$ cat config.mk
export PLATFORM = sky130hd
export DESIGN_NAME = isa_vram_port
export DESIGN_NICKNAME = d
export VERILOG_FILES = /design/src/rtl/isa_vram_port.sv
export SDC_FILE = /design/constraint.sdc
export NUM_CORES = 1
export LEC_CHECK = 0
export CORE_UTILIZATION = 57
export DETAILED_ROUTE_END_ITERATION = 8
export GPL_TIMING_DRIVEN = 1
export PLACE_DENSITY = 0.87
export SYNTH_ARGS = -nofsm -noshare
export SYNTH_HDL_FRONTEND = slang
export SYNTH_SLANG_ARGS = --single-unit
export TNS_END_PERCENT = 50
$ cat constraint.sdc
create_clock -name clk -period 3.3 [get_ports clk]
set_input_delay 0.66 -clock clk [delete_from_list [all_inputs] [get_ports clk]]
set_output_delay 0.66 -clock clk [all_outputs]
set_load 0.1 [all_outputs]
$ cat src/rtl/isa_vram_port.sv
// ISA-to-VRAM bridge: decodes a framebuffer window, posts CPU writes through a small FIFO
// drained in sequencer slots, and stalls CPU reads on bus_rdy until VRAM data is fetched.
module isa_vram_port #(
    parameter logic [19:0] FB_ADDR      = 20'hB8000,
    parameter int          FB_BITS      = 15,
    parameter int          RAM_AW       = 19,
    parameter int          FIFO_DEPTH   = 4,
    parameter int          USE_BUS_WAIT = 1,
    parameter int          SYNC_STAGES  = 2,
    parameter int          RD_TIMEOUT   = 255
) (
    input  logic                      clk,
    input  logic                      reset_l,
    input  logic [19:0]               bus_a,
    input  logic [7:0]                bus_d,
    input  logic                      bus_memr_l,
    input  logic                      bus_memw_l,
    input  logic                      bus_aen,
    output logic [7:0]                bus_out,
    output logic                      bus_dir,
    output logic                      bus_rdy,
    input  logic [RAM_AW-FB_BITS-1:0] page_base,
    input  logic                      isa_slot,
    output logic [RAM_AW-1:0]         mem_addr,
    output logic [7:0]                mem_wdata,
    output logic                      mem_we,
    output logic                      mem_re,
    input  logic [7:0]                mem_rdata,
    output logic                      fifo_empty,
    output logic [1:0]                err_flags
);
    localparam int FAW = $clog2(FIFO_DEPTH);
    localparam int TW  = $clog2(RD_TIMEOUT + 1);

    typedef enum logic [2:0] {IDLE, RD_DRAIN, RD_SLOT, RD_CAP, RD_HOLD} rd_state_t;

    rd_state_t state_reg, state_next;

    logic [SYNC_STAGES-1:0] memr_sync_reg, memw_sync_reg;
    logic                   memr_prev_reg, memw_prev_reg;
    logic                   memr_s, memw_s, cs, rd_start, wr_start;

    logic [RAM_AW-1:0] fifo_addr_mem [FIFO_DEPTH];
    logic [7:0]        fifo_data_mem [FIFO_DEPTH];
    logic [FAW-1:0]    wr_ptr_reg, rd_ptr_reg;
    logic [FAW:0]      count_reg;
    logic              full, empty, pop, push, can_push, capture, drop;
    logic [RAM_AW-1:0] push_addr, cur_addr;
    logic [7:0]        push_data;

    logic              hold_reg, wr_done_reg, rd_done, tmo_hit, rdy_wait;
    logic [RAM_AW-1:0] hold_addr_reg, rd_addr_reg, addr_last_reg;
    logic [7:0]        hold_data_reg, wdata_last_reg;
    logic [TW-1:0]     tmo_cnt_reg;

    assign memr_s   = memr_sync_reg[SYNC_STAGES-1];
    assign memw_s   = memw_sync_reg[SYNC_STAGES-1];
    assign cs       = (bus_a[19:FB_BITS] == FB_ADDR[19:FB_BITS]) & ~bus_aen;
    assign cur_addr = {page_base, bus_a[FB_BITS-1:0]};
    assign rd_start = cs & memr_prev_reg & ~memr_s & (state_reg == IDLE);
    // A write is ignored while a read strobe is also asserted.
    assign wr_start = cs & memw_prev_reg & ~memw_s & memr_s;

    assign full       = (count_reg == (FAW+1)'(FIFO_DEPTH));
    assign empty      = (count_reg == '0);
    assign fifo_empty = empty;
    assign pop        = isa_slot & ~empty & (state_reg != RD_SLOT);
    assign can_push   = ~full | pop;
    assign tmo_hit    = (tmo_cnt_reg == TW'(RD_TIMEOUT - 1)) &
                        ((state_reg == RD_DRAIN) | (state_reg == RD_SLOT));

    assign mem_we    = pop;
    assign mem_re    = isa_slot & (state_reg == RD_SLOT) & ~tmo_hit;
    assign mem_addr  = mem_we ? fifo_addr_mem[rd_ptr_reg] : (mem_re ? rd_addr_reg : addr_last_reg);
    assign mem_wdata = mem_we ? fifo_data_mem[rd_ptr_reg] : wdata_last_reg;

    // Stall is computed from the raw strobes so IOCHRDY drops before the synchroniser sees them.
    assign rd_done  = (state_reg == RD_HOLD);
    assign rdy_wait = cs & ((~bus_memr_l & ~rd_done) | (~bus_memw_l & bus_memr_l & ~wr_done_reg));
    assign bus_rdy  = (USE_BUS_WAIT != 0) ? ~rdy_wait : 1'b1;
    assign bus_dir  = cs & ~bus_memr_l;

    always_comb begin
        push      = 1'b0;
        capture   = 1'b0;
        drop      = 1'b0;
        push_addr = hold_addr_reg;
        push_data = hold_data_reg;
        if (hold_reg) begin
            push = can_push;
        end else if (wr_start) begin
            push_addr = cur_addr;
            push_data = bus_d;
            if (can_push)
                push = 1'b1;
            else if (USE_BUS_WAIT != 0)
                capture = 1'b1;
            else
                drop = 1'b1;
        end
    end

    always_comb begin
        state_next = state_reg;
        case (state_reg)
            IDLE:     if (rd_start) state_next = RD_DRAIN;
            RD_DRAIN: if (tmo_hit) state_next = RD_HOLD;
                      else if (empty && !hold_reg) state_next = RD_SLOT;
            RD_SLOT:  if (tmo_hit) state_next = RD_HOLD;
                      else if (isa_slot) state_next = RD_CAP;
            RD_CAP:   state_next = RD_HOLD;
            RD_HOLD:  if (memr_s) state_next = IDLE;
            default:  state_next = IDLE;
        endcase
    end

    always_ff @(posedge clk) begin
        if (push) begin
            fifo_addr_mem[wr_ptr_reg] <= push_addr;
            fifo_data_mem[wr_ptr_reg] <= push_data;
        end
    end

    always_ff @(posedge clk or negedge reset_l) begin
        if (!reset_l) begin
            memr_sync_reg  <= '1;
            memw_sync_reg  <= '1;
            memr_prev_reg  <= 1'b1;
            memw_prev_reg  <= 1'b1;
            state_reg      <= IDLE;
            wr_ptr_reg     <= '0;
            rd_ptr_reg     <= '0;
            count_reg      <= '0;
            hold_reg       <= 1'b0;
            hold_addr_reg  <= '0;
            hold_data_reg  <= '0;
            wr_done_reg    <= 1'b0;
            rd_addr_reg    <= '0;
            tmo_cnt_reg    <= '0;
            bus_out        <= '0;
            err_flags      <= '0;
            addr_last_reg  <= '0;
            wdata_last_reg <= '0;
        end else begin
            memr_sync_reg <= {memr_sync_reg[SYNC_STAGES-2:0], bus_memr_l};
            memw_sync_reg <= {memw_sync_reg[SYNC_STAGES-2:0], bus_memw_l};
            memr_prev_reg <= memr_s;
            memw_prev_reg <= memw_s;
            state_reg     <= state_next;

            if (push) wr_ptr_reg <= wr_ptr_reg + FAW'(1);
            if (pop)  rd_ptr_reg <= rd_ptr_reg + FAW'(1);
            if (push && !pop)      count_reg <= count_reg + (FAW+1)'(1);
            else if (pop && !push) count_reg <= count_reg - (FAW+1)'(1);

            if (capture) begin
                hold_reg      <= 1'b1;
                hold_addr_reg <= cur_addr;
                hold_data_reg <= bus_d;
            end else if (push) begin
                hold_reg <= 1'b0;
            end

            if (push || drop) wr_done_reg <= 1'b1;
            else if (memw_s)  wr_done_reg <= 1'b0;

            if (rd_start) begin
                rd_addr_reg <= cur_addr;
                tmo_cnt_reg <= '0;
            end else if ((state_reg == RD_DRAIN) || (state_reg == RD_SLOT)) begin
                tmo_cnt_reg <= tmo_cnt_reg + TW'(1);
            end

            if (tmo_hit)                  bus_out <= 8'hFF;
            else if (state_reg == RD_CAP) bus_out <= mem_rdata;

            if (drop)    err_flags[0] <= 1'b1;
            if (tmo_hit) err_flags[1] <= 1'b1;

            if (mem_we) begin
                addr_last_reg  <= fifo_addr_mem[rd_ptr_reg];
                wdata_last_reg <= fifo_data_mem[rd_ptr_reg];
            end else if (mem_re) begin
                addr_last_reg  <= rd_addr_reg;
            end
        end
    end
endmodule
---- After elaboration in Yosys (flattened, before gate mapping) ----
Memory sizes are Yosys's and may differ from the RTL's.
Cells that the tools add are included.
operators by class
  $add $sub $neg .......................... 5
  equality and inequality tests ........... 12
  multiplexer cells ....................... 32
  bitwise logic cells ..................... 31
  reductions and logical operators ........ 15
operators by type and width
  cell                                                                   count
  19-bit 2-to-1 mux                                                      4
  8-bit 2-to-1 mux                                                       7
  3-bit 2-to-1 mux                                                       8
  1-bit AND                                                              17
  3-bit one-hot mux with 5 select lines                                  1
  1-bit 2-to-1 mux                                                       12
  1-bit NOT                                                              11
  2-bit nonzero test                                                     5
  8-bit by 1-bit adder with 8-bit output, second input constant          1
  8-bit equality test, second input constant                             1
  3-bit by 2-bit equality test with 1-bit output, second input constant  2
  3-bit equality test, second input constant                             2
  3-bit zero test                                                        2
  3-bit != test, second input constant                                   2
  5-bit equality test, second input constant                             1
  2-bit by 1-bit adder with 2-bit output, second input constant          2
  2-bit != test, second input constant                                   2
  4-bit AND reduction                                                    1
  3-bit by 1-bit adder with 3-bit output, second input constant          1
  3-bit by 1-bit equality test with 1-bit output, second input constant  1
  1-bit logical AND                                                      3
  1-bit zero test                                                        3
  3-bit by 2-bit != test with 1-bit output, second input constant        1
  1-bit bitwise OR                                                       3
  other kinds (2)                                                        2
storage, ports and cells
  bits in registers ....................... 108
  bits in writable memories ............... 108
  input port bits ......................... 46
  output and inout bits ................... 42
  word-level logic and storage cells ...... 115
  memories kept ........................... 2
memories
  name           depth  bits a word  read ports  clocked after Yosys merged registers in  write ports  line  source
  fifo_addr_mem  4      19           1           0                                        1            43    logic [RAM_AW-1:0] fifo_addr_mem [FIFO_DEPTH];
  fifo_data_mem  4      8            1           0                                        1            44    logic [7:0] fifo_data_mem [FIFO_DEPTH];

---- Logic depth before layout (Yosys ltp) ----
  word-level depth ........................ 12
  gate-level depth with buffers ........... 12
  depth with buffers taken out ............ 9

---- Worst setup path before layout ----
No wires, ideal clock.
  path kind ............................... reg-to-output
  start ................................... register state_reg[1]
  end ..................................... output port mem_addr[17]
  arrival time ............................ 3.739 ns
  data required time ...................... 2.640 ns
  setup slack ............................. -1.099 ns
  cell stages (with the launch flop) ...... 8
  path buffers ............................ 2
  path through ............................ dfrtp_1 clkbuf_1 nor3b_1 o211ai_1 inv_1 clkbuf_1 a21oi_1 a21oi_1
on the way
  word-level cells in the longest chain between the ends .. 7
  elaborated cells between the ends (all ways) .. 11
  those cells by class .................... eq/ne: 3; mux: 2; bitwise: 6
RTL lines
  item                                                                                                                     line    source
  from (decl)                                                                                                              37      rd_state_t state_reg, state_next;
  from (signal assigned)                                                                                                   149     state_reg <= state_next;
  3-bit by 1-bit equality test with 1-bit output / 3-bit by 2-bit equality test with 1-bit output (equally long branches)  70, 73
  1-bit bitwise OR                                                                                                         70      ((state_reg == RD_DRAIN) | (state_reg == RD_SLOT));
  1-bit AND                                                                                                                69      assign tmo_hit = (tmo_cnt_reg == TW'(RD_TIMEOUT - 1)) &
  1-bit NOT                                                                                                                73      assign mem_re = isa_slot & (state_reg == RD_SLOT) & ~tmo_hit;
  1-bit AND *                                                                                                              73
  named net mem_re                                                                                                         27      output logic mem_re,
  19-bit 2-to-1 mux * (2 in a row)                                                                                         --
  to (decl)                                                                                                                24      output logic [RAM_AW-1:0] mem_addr,
Mark *: on every way through the listed nets, which the timed path passes. The rest lies on a longest branch.

---- Final worst setup path ----
  start ................................... register state_reg[0]
  end ..................................... output port mem_addr[4]
on the way
  word-level cells in the longest chain between the ends .. 7
  elaborated cells between the ends (all ways) .. 11
  those cells by class .................... eq/ne: 3; mux: 2; bitwise: 6
RTL lines
  item                                                                                                                     line
  3-bit by 1-bit equality test with 1-bit output / 3-bit by 2-bit equality test with 1-bit output (equally long branches)  70, 73
  1-bit bitwise OR                                                                                                         70
  1-bit AND                                                                                                                69
  1-bit NOT                                                                                                                73
  1-bit AND                                                                                                                73
  19-bit 2-to-1 mux                                                                                                        --
  19-bit 2-to-1 mux *                                                                                                      --
Every way passes the cells marked *; elsewhere a longest branch is shown, timed or not.

==> impl_metrics.ini <==
[power]
leakage_nw = 4.44
powerDensity_mw_per_mm2 = 950
ir_drop_v = 0.000860

[timing]
clock_skew_ns = 0.0105
period_share_pct = 97.1
maxSlewViolCount = 0
tightest_slew_ns = 0.830
setup_tns_ns = 0
clock.fmax_mhz = 312
fin_crit_ns = 3.20
maxSlewHeadroom_pct = 44.7
hold_viol_final = 0
finalSetupViolCount = 0

[logic_synthesis]
async_reset_ff_share_pct = 50.0
yosys-top-cells-area = edfxtp_1 (37%), dfrtp_1 (29%), mux2_2 (7.1%)
synth_warnings = 0
synth_top_area_share_pct = 36.8
syn_area_per_cell_um2 = 15.8
synth_seq_cells = 216
ys_types = 47
synth_common_cells = edfxtp_1 (108), dfrtp_1 (102), mux2_2 (56)
synth_ff_type = edfxtp_1
syn-cell-area_mm2 = 0.00882
synth_edf_count = 108
syn_inst = 558
synthMostInstantiatedCell = edfxtp_1
synth_nets = 612
yosysTopAreaCell = edfxtp_1
seq_area_frac_synth_pct = 67.5

[routing]
drc_errors = 0
vias_per_cell = 6.02
ant_nets = 0
drt_iter0_markers = 430
dr.pass1.iters = 5
dr_total_vias = 5251
routed_wl_um = 19200
avgRoutedWirePerCell_um = 22.0

[final_layout]
area_delta_synth_final_pct = 25.1
multi_input_area_mm2 = 0.00276
fin_nets = 722
max_flop_register = fifo_addr_mem
final_cell_area_mm2 = 0.0110
regArea_mm2 = 0.00596
fill_cells = 880
largest_reg_flops = 76
antenna_cells = 0
reg_top3 = fifo_addr_mem (76), fifo_data_mem (32)
drive_above_1_share_pct = 33.8

[clock_tree]
postCtsSetupRepairBufs = 0
cts_tree = yes
clk_pin_slew_ns = 0.06
cts_sinks = 216
postCtsHoldBufs = 0
insertion_delay_ns = 0.50
clockBufferDepth = 3
cts.repair.resized = 5
htree_levels = 1
root_buffer = clkbuf_16
cts_buffers = 22

[worst_setup_path]
crit_path_end_kind = output pin
crit_fanout = 15
critPathLaunch = state_reg[0]
cp.required_ns = 2.64
reg2reg_slack_ns = 0.60
critPathKind = reg -> out
crit_arrival_ns = 2.54
r2r_start = state_reg[0]
reg2reg_depth = 10
r2r_end = count_reg[2]
setup.worst_path.end = mem_addr[4]
critPathLaunchType = flop

[placement]
port_buffers = 86
place_area_mm2 = 0.0103
hpwl_um = 12000
place_congestion = 0.745

[global_route]
grtUsageTotal_pct = 25.0
met2_usage_pct = 43.8
overflow = 0
grt_max_degree = 63
grt_pass1_wl_um = 30600
use_met1_pct = 31.2
grt_busiest_layer = met2
grt_pass1_vias = 5798
grt_use_met3_pct = 4.72
antenna_found_initial = 0

[die]
die_x_um = 126
dieArea_mm2 = 0.0160
fp-row-count = 45
ios = 88
die_h_um = 126
core_mm2 = 0.0151
initial_core_util_pct = 58.3

[hold_path]
hold_class = in -> async

[job]
maxCapViolations = 0

[status]
status = completed
==> how the worst min path moves through the flow <==
stage                             endpoint  slack (ns)
after floorplan           memr_sync_reg[1]        0.35
after global placement    memr_sync_reg[1]        0.35
after detailed placement  memr_sync_reg[1]        0.35
after CTS                   tmo_cnt_reg[6]        0.28
after global routing            bus_out[3]        0.31
final                           bus_out[3]        0.25
==> power by group <==
part | total [mW] | switching (mW) | internal [mW]
logic | 4.71 | 3.07 | 1.64
clock network | 2.35 | 0.982 | 1.37
registers | 3.43 | 0.255 | 3.18
==> placed cells by master, fill, tap and decap left out, types with 8 or more instances in the layout <==
cell type        synthesis  final
mux4_2                  27     27
clkdlybuf4s50_1          0     44
a21oi_1                 43     24
dfrtp_1                102     99
mux2_2                  56     56
xnor2_1                 12     12
inv_1                   12     12
clkbuf_16                0     23
buf_4                    1     36
buf_12                   0     32
nand2_1                 50     50
edfxtp_1               108    108
nor2_1                  36     36
mux2_4                  20     20
o22a_1                   8      8
a21oi_2                  0     19
==> final cells by class <==
class	instances	area share (%)
Clock buffer	30	5.54
Clock inverter	10	0.601
Inverter	12	0.408
Multi-Input combinational cell	303	25.0
Sequential cell	216	54.0
Tap cell	188	2.13
Timing Repair Buffer	113	12.3
==> critical path, stage by stage, from the launching register on <==
cell,delay (ns)
dfrtp_2,0.48
or3b_4,0.42
and3_1,0.26
inv_1,0.10
buf_4,0.23
nor2_1,0.09
a21oi_2,0.23
buf_12,0.21
==> logic make-up after synthesis <==
logic type / count (synthesis) / synth area share (%)
multiplexers: 103 / 17.4
flip-flops: 216 / 67.5
AND/OR/NAND/NOR: 115 / 6.07
AO/OA/AOI/OAI: 63 / 4.44
other: 1 / 0.0425
buffers and inverters: 39 / 2.04
XOR/XNOR: 13 / 1.29
adder cells (fa/ha/maj): 8 / 1.22
==> stage by stage <==
step / std cells / hold slack (ns) / util (%) / power [mW] / worst slack (ns)
2_1_floorplan: 558 / 0.345 / - / 6.58 / -0.338
3_3_place_gp: 832 / 0.348 / 68.2 / 8.01 / 0.273
3_5_place_dp: 832 / 0.349 / 68.2 / 8.13 / 0.239
4_1_cts: 872 / 0.277 / 72.7 / 10.5 / 0.00499
5_1_grt: 872 / 0.309 / 72.9 / 10.9 / -0.0944
6_report: 872 / 0.254 / 72.9 / 10.5 / 0.0950
==> routing by layer <==
metal | wire length (um) | up-vias
li1 | - | 2273
met1 | 7550 | 2728
met2 | 10000 | 217
met3 | 1190 | 33
met4 | 374 | 0
met5 | 0 | -
Power figures use the tool's default switching activity.
